## config.mk

```make
export PLATFORM = sky130hd
export DESIGN_NAME = router_pkt_fifo
export DESIGN_NICKNAME = d
export VERILOG_FILES = /design/src/rtl/router_pkt_fifo_pkg.sv /design/src/rtl/router_pkt_fifo_timer.sv /design/src/rtl/router_pkt_fifo.sv
export SDC_FILE = /design/constraint.sdc
export NUM_CORES = 1
export LEC_CHECK = 0
export BUFFER_PORTS_ARGS = -buffer_cell sky130_fd_sc_hd__clkbuf_2
export CAP_MARGIN = 10
export CORE_UTILIZATION = 30
export DETAILED_ROUTE_END_ITERATION = 12
export GPL_TIMING_DRIVEN = 0
export HOLD_SLACK_MARGIN = 0.15
export PLACE_DENSITY = 0.44
export SETUP_SLACK_MARGIN = 0.3
export SLEW_MARGIN = 20
export SYNTH_ARGS = -nofsm -noshare
export SYNTH_HDL_FRONTEND = slang
export SYNTH_SLANG_ARGS = --single-unit
```

## constraint.sdc

```tcl
create_clock -name clock -period 3.8 [get_ports clock]
set_input_delay 0 -clock clock [delete_from_list [all_inputs] [get_ports clock]]
set_output_delay 0 -clock clock [all_outputs]
set_load 0.1 [all_outputs]
```

## src/rtl/router_pkt_fifo_pkg.sv

```systemverilog
// router_pkt_fifo_pkg: shared defaults, header field layout and clog2 helper for the router FIFO.
package router_pkt_fifo_pkg;
   localparam int DEF_DATA_WIDTH = 8;
   localparam int DEF_DEPTH      = 16;
   localparam int HDR_LEN_LSB    = 2;
   localparam int HDR_LEN_W      = 6;

   function automatic int clog2(input int n);
      int r;
      for (r = 0; (1 << r) < n; r++) begin
      end
      return r;
   endfunction
endpackage

```

## src/rtl/router_pkt_fifo_timer.sv

```systemverilog
// router_fifo_timer: counts idle non-empty cycles; expire is high once the count reaches TIMEOUT-1.
module router_fifo_timer
   import router_pkt_fifo_pkg::*;
#(
   parameter int TIMEOUT = 30
) (
   input  logic clock,
   input  logic reset,
   input  logic clr,
   input  logic inc,
   output logic expire
);
   localparam int TW = clog2(TIMEOUT);

   logic [TW-1:0] cnt_q, cnt_d;

   always_comb cnt_d = clr ? '0 : inc ? cnt_q + TW'(1) : cnt_q;

   always_ff @(posedge clock) cnt_q <= reset ? '0 : cnt_d;

   assign expire = cnt_q == TW'(TIMEOUT - 1);
endmodule

```

## src/rtl/router_pkt_fifo.sv

```systemverilog
// router_pkt_fifo: packet-aware output FIFO for one router port with header-driven length tracking,
// sticky overflow, and flush on soft_reset or read timeout.
module router_pkt_fifo
   import router_pkt_fifo_pkg::*;
#(
   parameter int DATA_WIDTH = DEF_DATA_WIDTH,
   parameter int DEPTH      = DEF_DEPTH,
   parameter int LEN_LSB    = HDR_LEN_LSB,
   parameter int LEN_W      = HDR_LEN_W,
   parameter int AF_THRESH  = 14,
   parameter int TIMEOUT    = 30,
   localparam int AW        = clog2(DEPTH)
) (
   input  logic                  clock,
   input  logic                  reset,
   input  logic                  soft_reset,
   input  logic                  write_enb,
   input  logic                  read_enb,
   input  logic                  lfd_state,
   input  logic [DATA_WIDTH-1:0] data_in,
   output logic [DATA_WIDTH-1:0] data_out,
   output logic                  data_valid,
   output logic                  full,
   output logic                  empty,
   output logic                  almost_full,
   output logic [AW:0]           level,
   output logic                  pkt_done,
   output logic                  timeout_flush,
   output logic                  overflow
);
   logic [DATA_WIDTH:0]   mem_q [DEPTH];
   logic [AW:0]           wr_ptr_q, wr_ptr_d, rd_ptr_q, rd_ptr_d, level_q, level_d;
   logic [LEN_W:0]        rd_cnt_q, rd_cnt_d;
   logic [DATA_WIDTH-1:0] data_out_q, data_out_d;
   logic                  data_valid_q, data_valid_d, pkt_done_q, pkt_done_d, overflow_q, overflow_d;
   logic                  expire, flush, wr_acc, rd_acc, rd_tag;
   logic [DATA_WIDTH:0]   rd_word;

   assign full  = level_q == (AW + 1)'(DEPTH);
   assign empty = level_q == '0;

   always_comb begin
      flush        = soft_reset | expire;
      wr_acc       = write_enb & ~full & ~flush;
      rd_acc       = read_enb & ~empty & ~flush;
      rd_word      = mem_q[rd_ptr_q[AW-1:0]];
      rd_tag       = rd_word[DATA_WIDTH];
      wr_ptr_d     = flush ? '0 : wr_ptr_q + (AW + 1)'(wr_acc);
      rd_ptr_d     = flush ? '0 : rd_ptr_q + (AW + 1)'(rd_acc);
      level_d      = flush ? '0 : level_q + (AW + 1)'(wr_acc) - (AW + 1)'(rd_acc);
      data_out_d   = rd_acc ? rd_word[DATA_WIDTH-1:0] : data_out_q;
      data_valid_d = rd_acc;
      pkt_done_d   = rd_acc & ~rd_tag & (rd_cnt_q == (LEN_W + 1)'(1));
      // header reload counts payload plus the trailing parity word; stray untagged reads stop at 0
      rd_cnt_d     = flush   ? '0 :
                     !rd_acc ? rd_cnt_q :
                     rd_tag  ? (LEN_W + 1)'(rd_word[LEN_LSB +: LEN_W]) + (LEN_W + 1)'(1) :
                               rd_cnt_q - (LEN_W + 1)'(rd_cnt_q != '0);
      overflow_d   = overflow_q | (write_enb & full);
   end

   always_ff @(posedge clock) begin
      if (reset) begin
         wr_ptr_q     <= '0;
         rd_ptr_q     <= '0;
         level_q      <= '0;
         rd_cnt_q     <= '0;
         data_out_q   <= '0;
         data_valid_q <= 1'b0;
         pkt_done_q   <= 1'b0;
         overflow_q   <= 1'b0;
      end else begin
         wr_ptr_q     <= wr_ptr_d;
         rd_ptr_q     <= rd_ptr_d;
         level_q      <= level_d;
         rd_cnt_q     <= rd_cnt_d;
         data_out_q   <= data_out_d;
         data_valid_q <= data_valid_d;
         pkt_done_q   <= pkt_done_d;
         overflow_q   <= overflow_d;
      end
   end

   always_ff @(posedge clock) if (wr_acc) mem_q[wr_ptr_q[AW-1:0]] <= {lfd_state, data_in};

   router_fifo_timer #(.TIMEOUT(TIMEOUT)) u_timer (
      .clock (clock),
      .reset (reset),
      .clr   (empty | rd_acc | flush),
      .inc   (~empty & ~read_enb),
      .expire(expire)
   );

   assign data_out      = data_out_q;
   assign data_valid    = data_valid_q;
   assign level         = level_q;
   assign almost_full   = level_q >= (AW + 1)'(AF_THRESH);
   assign pkt_done      = pkt_done_q;
   assign timeout_flush = expire;
   assign overflow      = overflow_q;
endmodule

```

-- Word-level counts from Yosys, hierarchy flattened
Memory sizes are Yosys's and may differ from the RTL's. A register that Yosys moved wholly into a read port is not among the register bits.
Cells that the tools add are included.
- logic and storage cells: 46
- memories kept: 1
- input port bits: 14
- memory bits (writable): 144
- memory bits (read-only): 0
- latch bits: 0
- output and inout port bits: 20
- bits in registers: 38
- memories (name ; depth ; width ; rd ports ; clocked after memory_dff ; wr ports ; line ; RTL):
    mem_q ; 16 ; 9 ; 1 ; 1 ; 1 ; router_pkt_fifo.sv:31 ; logic [DATA_WIDTH:0] mem_q [DEPTH];
- reduce and logical (&&, ||, !) cells: 4
- magnitude comparators: 1
- bitwise operators: 17
- divide/modulo/power cells: 0
- multiplexer cells: 4
- add/subtract/negate cells: 7
- $mul: 0
- shift operators: 0
- eq/ne operators: 3
- operators with widths (operator ; count):
    5-bit by 1-bit adder with 5-bit output ; 3
    5-bit equality test, second input constant ; 2
    1-bit AND ; 8
    6-bit by 1-bit adder with 7-bit output, second input constant ; 1
    7-bit by 1-bit equality test with 1-bit output, second input constant ; 1
    7-bit 2-to-1 mux ; 1
    7-bit nonzero test ; 1
    7-bit by 1-bit subtractor with 7-bit output ; 1
    5-bit by 1-bit adder with 5-bit output, second input constant ; 1
    5-bit by 4-bit >= comparator with 1-bit output, second input constant ; 1
    5-bit logical NOT ; 1
    1-bit NOT ; 5
    5-bit by 1-bit subtractor with 5-bit output ; 1
    4-bit 2-to-1 mux ; 1
    1-bit OR ; 4
    2-bit OR reduction ; 2
    1-bit 2-to-1 mux ; 2

-- Longest topological paths before layout
- depth in word-level cells: 7
- gate-level depth with buffers: 19

-- Hierarchy
A second synthesis with hierarchy kept.
- cells, all modules: 454
- area total of the unflattened synthesis: 7514.7 um^2
- modules (own cells, without submodules) (module ; cells each ; area an instance (um^2) ; sequential area each (um^2) ; times used):
    router_pkt_fifo ; 428 ; 7230.7 ; 4944.7 ; 1
    router_fifo_timer ; 26 ; 284.0 ; 100.1 ; 1

-- Worst setup path after synthesis
Ideal clock, no wire load.
- path type: register to register
- from: register level_q[2] (netlist: level[2])
- to: register level_q[4] (netlist: level[4])
- path buffers: 2
- period minus slack after synthesis: 6.514 ns
- data arrival time: 6.389 ns
- cell stages (with the launch flop): 20
- setup time: 0.125 ns
- path slack: -2.714 ns
- cell sequence: dfxtp_1 > inv_1 > ha_1 > nor4b_1 > nor2b_1 > clkbuf_1 > nand2_1 > clkinv_1 > clkbuf_1 > ha_1 > inv_1 > ha_1 > inv_1 > fa_1 > inv_1 > a21oi_1 > nor2_1 > nor2_1 > xor2_1 > nor2_1
- RTL lines (what ; line ; RTL):
    from (decl) ; router_pkt_fifo.sv:32 ; logic [AW:0] wr_ptr_q, wr_ptr_d, rd_ptr_q, rd_ptr_d, level_q, level_d;
    from (signal assigned) ; router_pkt_fifo.sv:75 ; level_q <= level_d;
    5-bit logical NOT ; router_pkt_fifo.sv:40 ; assign empty = level_q == '0;
    named net empty ; router_pkt_fifo.sv:24 ; output logic empty,
    1-bit NOT ; router_pkt_fifo.sv:45 ; rd_acc = read_enb & ~empty & ~flush;
    1-bit AND (2 in a row) ; router_pkt_fifo.sv:45 ;
    named net data_valid_d ; router_pkt_fifo.sv:35 ; logic data_valid_q, data_valid_d, pkt_done_q, pkt_done_d, overflow_q, overflow_d;
    5-bit by 1-bit subtractor with 5-bit output ; router_pkt_fifo.sv:50 ; level_d = flush ? '0 : level_q + (AW + 1)'(wr_acc) - (AW + 1)'(rd_acc);
The timed path passes the listed nets, and every way through them passes these cells.
A chain may end at the register's enable or synchronous reset.

==> impl_metrics.csv <==
group,metric,value,unit
global_route,grt_max_degree,17,
logic_synthesis,syn-cell-area,7350,sq um
global_route,grt_first_pass_wirelength,25200,um
global_route,overflow,0,
critical_path,worst-setup-path-type,"flip-flop to flip-flop",
logic_synthesis,synth_compound_area_share,4.12,%
sta,max_slew_margin,46.5,%
placement,dp_hpwl,11100,um
die,dieArea,25100,sq um
critical_path,end_kind,"flip-flop",
pwr,p_per_area,493,nW/um^2
pwr,ir_drop,0.232,mV
sta,fmax,350,MHz
global_route,antenna_found_initial,0,
logic_synthesis,avgSynthCellArea,16.4,sq um
finish,diodes,0,
finish,stdcell_area,8790,sq um
clocking,cts_setup_buffers,0,
die,core,23800,sq um
min_path,hold_path_class,"flip-flop to flip-flop",
logic_synthesis,syn_nets,482,
clocking,cts_buffers,17,
finish,layout.cells.non_filler,850,
sta,skew,0.0136,ns
route,drt_iter0_markers,406,
flow_run,drv_cap,0,
finish,n_fill_cell,2245,
die,ioPinCount,34,
route,final_antenna_net_count,0,
run_status,status,"completed",
die,rows,56,
critical_path,worstPathRequired,4.10,ns
logic_synthesis,ys_warn_count,0,
placement,place_area,8100,sq um
clocking,cts_sinks,180,
route,drtPass1Iterations,4,
finish,final_common_cell,"edfxtp_1",
route,wl_per_cell,19.6,um
placement,port_buffers,33,
logic_synthesis,ys_seq_area_share,68.6,%
finish,drive_gt1_share,26.7,%
route,drc_errors,0,
logic_synthesis,syn_inst,449,
sta,final.setup.tns,0,ns
logic_synthesis,synth.area.mux_share,12.4,%
sta,rsz0062_at_grt,"false",
finish,area_growth,19.5,%
logic_synthesis,yosysUniqueCellTypes,43,
route,wl,16700,um
sta,finalWorstSetupSlack,0.941,ns
placement,dp_cells,805,
critical_path,slowest_stage,"clkbuf_1",
logic_synthesis,synthSimpleGateAreaFrac,7.15,%
die,fp.dieW,159,um
finish,finish.net_count,552,
finish,layout_common_cells,"edfxtp_1 (144), clkbuf_2 (33), nand2_1 (31), dfxtp_1 (31), mux4_2 (29)",
clocking,cts_tree,"built",
sta,setup_viol_count_final,0,
logic_synthesis,synth_top_family_by_area,"multiplexers",
global_route,grt_pass1_vias,4107,
logic_synthesis,ys_ff_latch,180,
sta,fin_crit,2.86,ns
placement,pre_cts_ws,0.865,ns
clocking,clockRootBuffer,"clkbuf_16",
die,die_h,159,um
finish,final_util,37.0,%
critical_path,cp_max_fo,10,
sta,worstMarginPinSlew,0.802,ns
clocking,clock_latency,0.43,ns
route,via_count,3985,
logic_synthesis,synth_xor_area_share,2.02,%
sta,post-route-period-util,75.2,%
clocking,clk_pin_slew_worst_paths,0.07,ns
sta,hold_violations,0,
pwr,p_leak,2.93,nW
clocking,post_cts_resized,0,
clocking,htreeDepth,4,
critical_path,arrival,3.16,ns
global_route,grt_use_total,14.4,%
clocking,hold_buffers,14,
clocking,clockBufferDepth,2,
critical_path,timing.critical_path.buf_inv,2,
logic_synthesis,yosys.area_share.adder,3.33,%
die,start_util,31.0,%
route,viasPerCell,4.69,
critical_path,critPathMaxStageDelay,0.60,ns
critical_path,crit_chain,"buf_2, clkbuf_1, mux4_2, a22oi_1, nand2_1, ha_1, nand3_1, xor2_1, a31oi_1",
placement,place.gp.congestion,0.731,
critical_path,startpoint_type,"flip-flop",
sta,slew_violations,0,
critical_path,cp_top_family,"buffers and inverters",
-- through the flow --
stage | hold WS [ns] | total power, mW
after global placement | 0.249 | 2.69
after CTS | 0.461 | 4.39
after detailed placement | 0.257 | 2.70
after floorplan | 0.0989 | 2.58
final | 0.457 | 4.34
after global routing | 0.478 | 4.50
-- metal layers --
metal,up-vias,global-route usage [%],wire length [um]
met5,-,0,0
met4,0,3.94,168
met3,9,3.35,669
met2,81,23.7,8240
met1,2030,18.9,7610
li1,1865,-,-
-- report_power, final --
part	total, mW	switching (mW)	internal (mW)
Combinational	0.484	0.328	0.156
Sequential	2.17	0.0222	2.15
Clock	1.68	0.771	0.909
Total	4.34	1.12	3.22
-- worst reg2reg max path, stage by stage (launching register included) --
cell and delay (ns):
dfxtp_1 0.33, buf_2 0.27, clkbuf_1 0.60, mux4_2 0.44, a22oi_1 0.20, nand2_1 0.23
ha_1 0.30, nand3_1 0.11, xor2_1 0.16, a31oi_1 0.09
-- final cells by class --
cell class	count	area, sq um	share of cell area, %
Buffer	21	134	1.52
Clock buffer	17	425	4.84
Clock inverter	14	128	1.45
Inverter	15	66.3	0.754
Multi-Input combinational cell	233	2250	25.6
Sequential cell	180	5060	57.5
Tap cell	319	399	4.54
Timing Repair Buffer	51	335	3.81
-- synthesized netlist by cell type --
cell type / count / area share, %
nand3_1: 12 / 0.82
nor2b_1: 3 / 0.26
edfxtp_1: 144 / 59
mux4_1: 9 / 3.2
nor3_1: 5 / 0.34
a21oi_2: 1 / 0.12
or2_2: 1 / 0.085
nand2b_1: 2 / 0.17
and4_1: 1 / 0.12
buf_12: 1 / 0.27
nor2_1: 35 / 1.8
nand2_1: 32 / 1.6
a21o_1: 2 / 0.20
clkinv_1: 1 / 0.051
o221a_1: 1 / 0.15
and2_1: 8 / 0.68
fa_1: 1 / 0.27
nor4b_1: 1 / 0.12
or3_1: 3 / 0.26
nand3b_1: 1 / 0.10
nand2_2: 2 / 0.17
inv_1: 14 / 0.71
buf_4: 1 / 0.10
mux2_1: 1 / 0.15
xor2_1: 9 / 1.1
nor3b_1: 2 / 0.20
buf_6: 2 / 0.31
mux2i_1: 1 / 0.14
o221ai_1: 3 / 0.36
o21ai_0: 5 / 0.34
buf_1: 2 / 0.10
nand4b_4: 1 / 0.32
nor4_1: 1 / 0.085
buf_2: 5 / 0.34
a21oi_1: 15 / 1.0
o21ai_1: 1 / 0.068
ha_1: 18 / 3.1
a31oi_1: 5 / 0.43
mux4_2: 29 / 8.9
xnor2_1: 8 / 0.95
clkbuf_1: 10 / 0.51
a22oi_1: 14 / 1.4
dfxtp_1: 36 / 9.8
-- state kept, by name, summed over array words and instances (netlist names) --
signal	flops
data_out	8
data_valid	1
level	5
mem_q	144
overflow	1
pkt_done	1
rd_cnt_q	7
rd_ptr_q	4
u_timer.cnt_q	5
wr_ptr_q	4
-- cell families after synthesis --
family / Yosys count
flops: 180
fa+ha+maj: 19
simple gates: 110
mux: 40
xor+xnor: 17
compound gates: 47
buf+inv: 36
-- worst paths after layout --
check / from / endpoint / slack [ns] / cells past startpoint
max reg2reg: rd_ptr_q[1] / rd_cnt_q[4] / 0.94 / 9
max: rd_ptr_q[1] / rd_cnt_q[4] / 0.94 / 9
min: rd_cnt_q[0] / pkt_done / 0.46 / 2
min reg2reg: rd_cnt_q[0] / pkt_done / 0.46 / 2
No activity file was read; power rests on OpenSTA's default activity.
